--- config.mk ---
export PLATFORM = sky130hd
export DESIGN_NAME = rr_mux3_sequencer_flat
export DESIGN_NICKNAME = d
export VERILOG_FILES = /design/src/rtl/rr_mux3_sequencer_if.sv /design/src/rtl/rr_mux3_sequencer.sv /design/src/flat_wrapper.sv
export SDC_FILE = /design/constraint.sdc
export NUM_CORES = 1
export LEC_CHECK = 0
export ABC_AREA = 1
export CELL_PAD_IN_SITES_DETAIL_PLACEMENT = 1
export CELL_PAD_IN_SITES_GLOBAL_PLACEMENT = 2
export CORE_MARGIN = 2
export CORE_UTILIZATION = 24
export DETAILED_ROUTE_END_ITERATION = 7
export PLACE_DENSITY = 0.85
export SLEW_MARGIN = 0
export SYNTH_ARGS = -nofsm -noshare
export SYNTH_HDL_FRONTEND = slang
export SYNTH_SLANG_ARGS = --single-unit
--- constraint.sdc ---
create_clock -name clk -period 2.6 [get_ports clk]
set_input_delay 0.39 -clock clk [delete_from_list [all_inputs] [get_ports clk]]
set_output_delay 0.39 -clock clk [all_outputs]
set_load 0.03 [all_outputs]
--- src/rtl/rr_mux3_sequencer_if.sv ---
// Handshake/bus bundle between the round-robin sequencer, its requesters,
// the attached 3-input mux and the result consumer.
interface rr_mux3_sequencer_if #(
    parameter int W     = 3,
    parameter int CNT_W = 8
);
    logic [2:0]         req_valid;
    logic [2:0]         req_ack;
    logic [1:0]         sel;
    logic [W-1:0]       mux_y;
    logic [W-1:0]       out_data;
    logic               out_valid;
    logic               out_ready;
    logic [3*CNT_W-1:0] grant_cnt;

    modport master (
        input  req_valid, mux_y, out_ready,
        output req_ack, sel, out_data, out_valid, grant_cnt
    );

    modport slave (
        output req_valid, mux_y, out_ready,
        input  req_ack, sel, out_data, out_valid, grant_cnt
    );
endinterface

--- src/rtl/rr_mux3_sequencer.sv ---
// Round-robin sequencer for a 3-input mux: picks one requesting lane per cycle,
// registers the mux result in a one-entry buffer and offers it on valid/ready.
module rr_mux3_sequencer #(
    parameter int W     = 3,
    parameter int CNT_W = 8
) (
    input  logic                clk,
    input  logic                rst,
    rr_mux3_sequencer_if.master bus
);
    typedef enum logic {EMPTY = 1'b0, FULL = 1'b1} state_e;

    state_e                  state_q, state_d;
    logic   [W-1:0]          out_data_q;
    logic   [1:0]            last_q;
    logic   [1:0]            sel_q;
    logic   [2:0][CNT_W-1:0] cnt_q;

    logic       any_req;
    logic       can_load;
    logic       load;
    logic [1:0] winner;
    logic [2:0] ack;
    logic [1:0] sel;

    // Priority scan starts just after the last winner, so the last winner goes last.
    always_comb begin
        logic       found;
        logic [1:0] cand;
        found  = 1'b0;
        winner = last_q;
        cand   = 2'd0;
        for (int k = 1; k <= 3; k++) begin
            cand = 2'((int'(last_q) + k) % 3);
            if (!found && bus.req_valid[cand]) begin
                winner = cand;
                found  = 1'b1;
            end
        end
    end

    assign any_req  = |bus.req_valid;
    assign can_load = (state_q == EMPTY) || bus.out_ready;

    // State register
    always_ff @(posedge clk) begin
        if (rst) state_q <= EMPTY;
        else     state_q <= state_d;
    end

    // Next state
    always_comb begin
        state_d = state_q;
        unique case (state_q)
            EMPTY: if (any_req) state_d = FULL;
            FULL:  if (bus.out_ready && !any_req) state_d = EMPTY;
            default: state_d = EMPTY;
        endcase
    end

    // Outputs: a load happens whenever the buffer can take a new result and someone asks
    always_comb begin
        load = !rst && can_load && any_req;
        ack  = 3'b000;
        sel  = sel_q;
        if (load) begin
            ack[winner] = 1'b1;
            sel         = winner;
        end
    end

    always_ff @(posedge clk) begin
        if (rst) begin
            out_data_q <= '0;
            last_q     <= 2'd2;
            sel_q      <= 2'd0;
            cnt_q      <= '0;
        end else if (load) begin
            out_data_q <= bus.mux_y;
            last_q     <= winner;
            sel_q      <= winner;
            if (cnt_q[winner] != {CNT_W{1'b1}})
                cnt_q[winner] <= cnt_q[winner] + 1'b1;
        end
    end

    assign bus.req_ack   = ack;
    assign bus.sel       = sel;
    assign bus.out_data  = out_data_q;
    assign bus.out_valid = (state_q == FULL);
    assign bus.grant_cnt = cnt_q;
endmodule
--- src/flat_wrapper.sv ---
// flat-port wrapper written by rule: the top's interface ports become plain ports
module rr_mux3_sequencer_flat 
#(
    parameter int W     = 3,
    parameter int CNT_W = 8
)
  (clk, rst, bus_req_valid, bus_mux_y, bus_out_ready, bus_req_ack, bus_sel, bus_out_data, bus_out_valid, bus_grant_cnt);
  rr_mux3_sequencer_if #(.W(W), .CNT_W(CNT_W)) bus_i ();
  input  logic clk;
  input  logic rst;
  input wire logic [$bits(bus_i.req_valid)-1:0] bus_req_valid;
  input wire logic [$bits(bus_i.mux_y)-1:0] bus_mux_y;
  input wire logic [$bits(bus_i.out_ready)-1:0] bus_out_ready;
  output wire logic [$bits(bus_i.req_ack)-1:0] bus_req_ack;
  output wire logic [$bits(bus_i.sel)-1:0] bus_sel;
  output wire logic [$bits(bus_i.out_data)-1:0] bus_out_data;
  output wire logic [$bits(bus_i.out_valid)-1:0] bus_out_valid;
  output wire logic [$bits(bus_i.grant_cnt)-1:0] bus_grant_cnt;
  assign bus_i.req_valid = bus_req_valid;
  assign bus_i.mux_y = bus_mux_y;
  assign bus_i.out_ready = bus_out_ready;
  assign bus_req_ack = bus_i.req_ack;
  assign bus_sel = bus_i.sel;
  assign bus_out_data = bus_i.out_data;
  assign bus_out_valid = bus_i.out_valid;
  assign bus_grant_cnt = bus_i.grant_cnt;
  rr_mux3_sequencer #(.W(W), .CNT_W(CNT_W)) u_core (.clk(clk), .rst(rst), .bus(bus_i));
endmodule
==> Word level (Yosys, flattened, before mapping) <==
Index checks and enable logic that the tools add are counted.
W data, S select, Z words.
{ "word_totals": {"ff_bits": 32, "wordCells": 57} }
{ "classes": {"n_eq_ne": 1, "addsub": 4, "n_div": 3, "muxes": 23, "order_cmp": 5, "reduce_logical": 13, "n_bitwise": 1} }
{ "op_table": {"columns": ["op", "count"], "rows": [
  ["$mod A32 B3 Y32 const B", 3],
  ["$bwmux W24", 1],
  ["$bmux W8 S2", 1],
  ["$demux W8 S2", 1],
  ["$mux W8", 2],
  ["$lt A2 B3 Y1 const B", 4],
  ["$add A8 B1 Y8 const B", 1],
  ["$mux W1", 8],
  ["$mux W2", 4],
  ["$ne A8 B8 Y1 const B", 1],
  ["$add A2 B2 Y3 const B", 2],
  ["$bmux W1 S2", 3],
  ["$logic_and A1 B1 Y1", 6],
  ["$logic_not A1 Y1", 4],
  ["$add A2 B1 Y3 const B", 1],
  ["$mux W3", 1],
  ["$reduce_or A3 Y1", 1],
  ["$demux W1 S2", 1],
  ["$ge A2 B1 Y1 const B", 1],
  ["$pmux W1 S2", 1],
  ["$reduce_and A2 Y1", 1],
  ["$logic_or A1 B1 Y1", 1],
  ["$not A1 Y1", 1]
]} }

==> Depth between registers and ports, before layout <==
Gate-level depths: netlist of the first run.
{ "logic_depth": {"word_depth": 16, "mapped_depth": 24, "depth_no_buf": 23} }

==> Worst setup path after synthesis of the first run <==
OpenSTA, ideal clock, no wires.
{ "synth_timing": {"path_type": "reg2reg", "startpoint": "reg u_core.last_q[0]", "endpoint": "reg u_core.cnt_q (netlist bit u_core.bus.grant_cnt[11])", "required_ns": 2.488, "stages_incl_launch_ff": 16, "n_path_buf": 1, "slack_ns": -0.256, "arrival_time_ns": 2.745, "setup_time_ns": 0.112, "cell_sequence": "dfxtp_1 > inv_1 > ha_1 > o21ai_1 > nand2_4 > nand2_2 > nand2_1 > o21ai_1 > nand2_1 > nand2_1 > nand2_1 > nor2_1 > nand2_2 > buf_6 > nor2_1 > nor2_1"} }
{ "synth_between": {"elab_chain_len": 16, "word_cells_on_any_way": 32} }
{ "synth_lines": {"columns": ["element", "line", "text"], "rows": [
  ["from (decl)", "rr_mux3_sequencer.sv:15", "logic [1:0] last_q;"],
  ["from (signal assigned)", "rr_mux3_sequencer.sv:80", "last_q <= winner;"],
  ["$add A2 B1 Y3", "rr_mux3_sequencer.sv:34", "cand = 2'((int'(last_q) + k) % 3);"],
  ["$mod A32 B3 Y32", "rr_mux3_sequencer.sv:34", null],
  ["$bmux W1 S2", "rr_mux3_sequencer.sv:35", "if (!found && bus.req_valid[cand]) begin"],
  ["$mux W1 (implied by the code)", "rr_mux3_sequencer.sv:35", null],
  ["$mux W1", "rr_mux3_sequencer.sv:35", null],
  ["$logic_not A1 Y1", "rr_mux3_sequencer.sv:35", null],
  ["$logic_and A1 B1 Y1", "rr_mux3_sequencer.sv:35", null],
  ["$mux W1", "rr_mux3_sequencer.sv:35", null],
  ["$logic_not A1 Y1", "rr_mux3_sequencer.sv:35", null],
  ["$logic_and A1 B1 Y1", "rr_mux3_sequencer.sv:35", null],
  ["$mux W2 *", "rr_mux3_sequencer.sv:35", null],
  ["parallel branches: the longest is 5 deep, another holds $add A8 B1 Y8", null, null],
  ["to (signal, indexed assignment)", "rr_mux3_sequencer.sv:83", "cnt_q[winner] <= cnt_q[winner] + 1'b1;"],
  ["to (decl)", "rr_mux3_sequencer.sv:17", "logic [2:0][CNT_W-1:0] cnt_q;"]
]} }
Mark *: on every way between the ends. The select of a mux whose other input is x is not followed.
A chain may end at the register's enable or synchronous reset.

==> Worst setup path in the final report of the first run <==
{ "layout_timing": {"startpoint": "reg u_core.last_q[0]", "endpoint": "reg u_core.cnt_q (netlist bit u_core.bus.grant_cnt[20])"} }
Same word-level chain as after synthesis.

==> results.tsv, run 1 <==
stage	metric	value	unit
drt	num_vias	2589	
yosys	synth_top_area_share	31.8	%
worst_setup_path	crit_type	register to register	
flow_run	cap_violations	0	
drt	drc	0	
drt	routed_wl	9.14	mm
floorplan	ios	42	
worst_setup_path	worstSetupEndpointType	register	
yosys	seq_area_frac_synth	31.8	%
placed_design	dp_hpwl	5.35	mm
clocking	cts_buffers	5	
floorplan	initial_core_util	24.6	%
yosys	synth-seq-cells	32	
timing	relSlewSlack	77.4	%
floorplan	core	8180	um^2
floorplan	die_w	95.6	um
clocking	hold_buffers	0	
drt	ant_nets	0	
timing	tightestPinTransition	0.336	ns
grt	first_global_vias	2620	
status	violations	setup timing	
clocking	path_clk_slew	0.08	ns
final_layout	layout_common_cells	nand2_1, buf_4, clkdlybuf4s50_1, dfxtp_1, inv_1	
drt	vias_per_cell	4.88	
yosys	ys_types	26	
timing	setup_viol	29	
worst_setup_path	cp.arrival	3.03	ns
final_layout	fill_cells	1007	
final_layout	final_util	44.5	%
timing	hold_viol	0	
clocking	h-tree-depth	2	
timing	worst_slack	-0.236	ns
clocking	cts_buffer_depth	2	
hold_path	hp-class	register to register	
timing	skew	0.00302	ns
status	status	finished, violations left	
timing	fmax	353	MHz
clocking	cts_tree	done	
timing	rsz0062_at_grt	true	
pwr	peakVddDrop	527	uV
yosys	synth_nets	337	
yosys	yosys_warnings	0	
drt	drt-initial-drc-count	85	
placed_design	dp_cells	502	
placed_design	place_congestion	0.904	
timing	slew_viol_final	0	
grt	grt_usage	18.8	%
floorplan	die_h	95.6	um
yosys	synth_top_area_cell	dfxtp_1	
yosys	syn-instance-count	323	
timing	timing.final.crit_period	2.84	ns
clocking	root_buffer	clkbuf_8	
floorplan	rows	33	
drt	dr.pass1.iters	4	
final_layout	final_nets	439	
yosys	synthTopCellsByArea	dfxtp_1, nand2_1, nand3_1	
final_layout	layoutNonFillerInstCount	531	
placed_design	port_buffers	41	
grt	grt_start_max_net_pins	18	
placed_design	dp_slack	-0.504	ns
grt	overflow	0	
worst_setup_path	path_max_fanout	7	
grt	grt_first_pass_wirelength	13.1	mm
grt	antenna_found_initial	0	
drt	routedWlPerCell	17.2	um
pwr	power	5.29	mW
final_layout	final_common_cell	nand2_1	
final_layout	drive_gt1_share	43.9	%
yosys	synth.avg_cell_area	6.24	um^2
final_layout	num_antenna_cells	0	
final_layout	syn_to_final_growth	80.7	%
worst_setup_path	crit_path_start_kind	register	
floorplan	die_area	9140	um^2
clocking	clk_latency	0.29	ns
timing	period_share	109	%
yosys	syn_area	2010	um^2
pwr	leakage	1.62	nW
clocking	cts.sinks	32	
worst_setup_path	worstPathRequired	2.79	ns
pwr	power_density	1450	nW/um^2
[power breakdown]
group	switching (mW)	internal, mW
sequential	0.113	0.618
clock	0.216	0.216
combinational	2.40	1.74
total	2.72	2.57
[cell type report]
class | count | area [um^2] | area share [%]
clock buffer | 7 | 86.3 | 2.37
clock inverter | 1 | 7.51 | 0.206
inverter | 39 | 154 | 4.23
multi-input combinational | 245 | 1660 | 45.6
sequential | 32 | 646 | 17.7
tap | 105 | 131 | 3.61
timing repair buffer | 102 | 956 | 26.3
[final timing paths]
kind	start	end	slack [ns]	cells past startpoint
worst max-delay path	u_core.last_q[0]	u_core.bus.grant_cnt[20]	-0.24	21
worst min-delay path	u_core.bus.out_data[2]	u_core.bus.out_data[2]	0.48	2
worst max register to register	u_core.last_q[0]	u_core.bus.grant_cnt[20]	-0.24	21
worst min register to register	u_core.bus.out_data[2]	u_core.bus.out_data[2]	0.48	2
[kinds of logic (layout without fill, tap and decap cells)]
family          count (synthesis)  after routing  synth area share, %
buf+inv                        47            149                 10.5
simple gates                  212            213                 47.5
flops                          32             32                 31.8
compound gates                 27             27                 7.08
fa+ha+maj                       5              5                 3.11
[critical path, stage by stage (launching register included)]
cell,delay (ns)
dfxtp_4,0.38
inv_4,0.05
ha_4,0.33
inv_4,0.06
nand2_2,0.06
nand3_2,0.08
nand2_4,0.13
nand3_2,0.14
nand2_2,0.12
nor2_4,0.05
nor2_4,0.18
nand2_1,0.12
nand3_2,0.09
nand2_2,0.07
inv_2,0.07
ha_4,0.16
nand3_4,0.09
inv_4,0.08
nand2_8,0.13
buf_6,0.18
a21oi_2,0.12
nor2_1,0.05
[sequential cells by signal, indices dropped and copies added, names as in the netlist]
signal	flops
u_core.sel_q	2
u_core.bus.out_data	3
u_core.bus.grant_cnt	24
u_core.bus.out_valid	1
u_core.last_q	2
[what timing repair did]
action                     in CTS  in global routing
buffers inserted               15                  6
pin swaps                      18                 49
gates resized for setup        56                 79
setup endpoints to repair      29                 29
gates cloned                    2                  0
[synthesized netlist by cell type]
cell type and number:
ha_1 5, nand4_1 4, nor2_4 1, inv_1 34, a21oi_2 1, a21oi_1 16, nand3b_1 2, nand2_2 7
nand2_1 109, o21ai_0 5, clkbuf_1 2, dfxtp_1 32, nand3_2 3, buf_4 1, buf_2 1, nor3_1 2
nor2_1 37, nand2_4 3, o21ai_1 3, a211oi_1 1, buf_6 4, nor3_4 1, inv_2 5, nor2_2 7
nand3_1 36, a31oi_1 1
[stage by stage]
stage | instance area, um^2 | hold slack (ns) | TNS (ns)
2_1_floorplan | 2050 | 0.434 | 0
3_3_place_gp | 2830 | 0.441 | -8.63
3_5_place_dp | 2830 | 0.460 | -11.53
4_1_cts | 3290 | 0.477 | -2.29
5_1_grt | 3640 | 0.506 | -9.56
6_report | 3640 | 0.477 | -5.32
[layer usage]
metal  track usage (%)  wire length [um]  vias up  share of wire [%]
li1                  -                 -     1229                  -
met1              23.1              3970     1267                 43
met2              33.2              4580       70                 50
met3              3.08               362       23                4.0
met4              5.71               228        0                2.5
met5                 0                 0        -                  0
No activity file was read; power rests on OpenSTA's default activity.
==> inputs of run 2 (changes only) <==
Settings changed: MAX_ROUTING_LAYER set to met4.
==> run 2 against run 1 <==
  * The run still ends with setup timing left
  * Sequential power rose by 0.5%
  * Sequential share of layout area fell by 0.20 points
  * Worst setup slack got worse by 0.073 ns
  * Non-clock buffer count rose by 1
  * Register-to-register slack got worse by 0.07 ns
  * Die area did not move
  * Clock power barely moved
  * Via count rose by 0.93%
  * Routed wire length rose by 4.4%
  * First-iteration DRC count rose by 35%
  * Utilization rose by 0.52 points
  * Critical endpoint unchanged
  * Largest cell class unchanged
==> results.tsv, run 2 (same netlist as run 1, synthesis figures left out) <==
stage	metric	value	unit	change
status	status	finished, violations left		unchanged
status	violations	setup timing		unchanged
grt	overflow	0		unchanged
clocking	clk_latency	0.30	ns	was 0.29 ns
worst_setup_path	crit_path_start_kind	register		unchanged
grt	grt_start_max_net_pins	18		unchanged
clocking	path_clk_slew	0.07	ns	was 0.08 ns
timing	finalSetupTns	-6.37	ns	was -5.32 ns
clocking	cts_tree	done		unchanged
placed_design	dp_cells	502		unchanged
final_layout	layoutNonFillerInstCount	532		was 531
flow_run	cap_violations	0		unchanged
timing	hold_viol	0		unchanged
drt	dr.pass1.iters	5		was 4
drt	drt-initial-drc-count	115		was 85
timing	skew	0.00882	ns	was 0.00302 ns
final_layout	layout_common_cells	nand2_1, buf_4, clkdlybuf4s50_1, dfxtp_1		was nand2_1, buf_4, clkdlybuf4s50_1, dfxtp_1, inv_1
timing	slew_viol_final	0		unchanged
placed_design	dp_hpwl	5.35	mm	unchanged
drt	routed_wl	9.55	mm	was 9.14 mm
worst_setup_path	worstPathRequired	2.80	ns	was 2.79 ns
clocking	cts.sinks	32		unchanged
final_layout	register_area	646	um^2	unchanged
timing	rsz0062_at_grt	true		unchanged
worst_setup_path	path_delay_family	simple AND/OR/NAND/NOR gates		unchanged
placed_design	place_congestion	0.920		was 0.904
final_layout	num_antenna_cells	0		unchanged
drt	ant_nets	0		unchanged
pwr	power	5.41	mW	was 5.29 mW
clocking	cts_buffer_depth	2		unchanged
floorplan	core	8180	um^2	unchanged
final_layout	syn_to_final_growth	82.9	%	was 80.7%
drt	num_vias	2613		was 2,589
clocking	cts_buffers	5		unchanged
timing	tightestPinTransition	0.381	ns	was 0.336 ns
drt	vias_per_cell	4.91		was 4.88
worst_setup_path	reg2reg_setup_slack	-0.31	ns	was -0.24 ns
floorplan	die_w	95.6	um	unchanged
clocking	h-tree-depth	2		unchanged
final_layout	final_common_cell	nand2_1		unchanged
final_layout	final_design_area_no_fill	3680	um^2	was 3640 um^2
worst_setup_path	worstSetupEndpointType	register		unchanged
grt	grt_first_pass_wirelength	13.1	mm	about the same
pwr	power_density	1470	nW/um^2	was 1450 nW/um^2
hold_path	hp-class	register to register		unchanged
placed_design	port_buffers	41		unchanged
worst_setup_path	timing.critical_path.mode_cell	nand2_2		
floorplan	ios	42		unchanged
timing	period_share	112	%	was 109%
final_layout	final_util	45.1	%	was 44.5%
worst_setup_path	path_max_fanout	7		unchanged
timing	holdWs	0.475	ns	was 0.477 ns
floorplan	die_area	9140	um^2	unchanged
placed_design	dpl_cell_area	2830	um^2	unchanged
grt	first_global_vias	2617		was 2,620
floorplan	die_h	95.6	um	unchanged
grt	antenna_found_initial	0		unchanged
pwr	peakVddDrop	570	uV	was 527 uV
clocking	root_buffer	clkbuf_8		unchanged
worst_setup_path	worstPathCellList	inv_4, ha_4, inv_4, nand2_2, nand3_2, nand2_4, nand3_4, nor2_4, inv_2, nand2_4, nand2_2, nand2_2, nand2_2, inv_2, ha_4, nand3_4, inv_4, nand2_8, buf_6, a21oi_2, nor2_1		was inv_4, ha_4, inv_4, nand2_2, nand3_2, nand2_4, nand3_2, nand2_2, nor2_4, nor2_4, nand2_1, nand3_2, nand2_2, inv_2, ha_4, nand3_4, inv_4, nand2_8, buf_6, a21oi_2, nor2_1
final_layout	drive_gt1_share	45.7	%	was 43.9%
pwr	leakage	1.62	nW	about the same
timing	fmax	344	MHz	was 353 MHz
final_layout	fill_cells	994		was 1,007
final_layout	multi_input_area	1700	um^2	was 1660 um^2
worst_setup_path	crit_type	register to register		unchanged
worst_setup_path	cp.arrival	3.10	ns	was 3.03 ns
final_layout	largest_register_ffs	24		unchanged
worst_setup_path	cp.buffers_inverters	6		was 5
timing	setup_viol	29		unchanged
worst_setup_path	max_stage_delay	0.38	ns	about the same
timing	timing.final.crit_period	2.91	ns	was 2.84 ns
drt	drc	0		unchanged
worst_setup_path	crit_slowest_cell	dfxtp_4		unchanged
final_layout	final_nets	440		was 439
drt	routedWlPerCell	17.9	um	was 17.2 um
placed_design	dp_slack	-0.504	ns	unchanged
floorplan	initial_core_util	24.6	%	unchanged
timing	worst_slack	-0.309	ns	was -0.236 ns
grt	grt_usage	19.3	%	was 18.8%
timing	relSlewSlack	74.4	%	was 77.4%
floorplan	rows	33		unchanged
==> run 2: cell types whose count changed in the layout (fill, tap and decap cells not counted) <==
cell | previous run | this run
a21oi_1 | 4 | 3
a21oi_2 | 12 | 13
buf_4 | 47 | 49
buf_6 | 16 | 15
nand2_1 | 76 | 74
nand2_2 | 27 | 29
nand3_1 | 21 | 16
nand3_2 | 14 | 18
nand3_4 | 4 | 5
nor2_1 | 25 | 26
nor2_2 | 7 | 6
==> run 2: final timing paths <==
path | from | to | cells after the start
worst min-delay path | u_core.bus.out_data[2] | u_core.bus.out_data[2] | 2
worst max register to register | u_core.last_q[0] | u_core.bus.grant_cnt[20] | 21
worst max-delay path | u_core.last_q[0] | u_core.bus.grant_cnt[20] | 21
worst min register to register | u_core.bus.out_data[2] | u_core.bus.out_data[2] | 2
==> run 2: final cells by class <==
class	count	share of cell area, %
well taps	105	3.57
inverters	39	4.18
flip-flops and latches	32	17.5
clock inverters	1	0.204
repair buffers	103	26.1
multi-input cells	245	46.1
clock buffers	7	2.34
==> run 2: timing repair <==
item / in CTS / in global routing
hold buffers: 0 / 0
endpoints found under the hold margin: 0 / 0
pin swaps: 18 / 46
gates cloned: 2 / 0
gates resized for setup: 56 / 86
endpoints found under the setup margin: 29 / 29
setup buffers: 15 / 6
==> run 2: layer usage <==
| metal | vias up | GRT usage, % | share of wire (%) |
|---|---|---|---|
| li1 | 1229 | - | - |
| met2 | 75 | 33.1 | 51 |
| met1 | 1279 | 23.2 | 42 |
| met4 | 0 | 5.71 | 3.6 |
| met3 | 30 | 3.08 | 3.4 |
| met5 | - | - | 0 |
==> run 2: worst min-delay path: stages (launching register included) <==
cell,delay [ns]
dfxtp_1,0.32
nand3_1,0.07
nand2_1,0.04
==> run 2: power breakdown <==
| group | total (mW) | switching, mW | internal, mW |
|---|---|---|---|
| clock network | 0.432 | 0.216 | 0.215 |
| registers | 0.734 | 0.116 | 0.618 |
| logic | 4.25 | 2.48 | 1.76 |
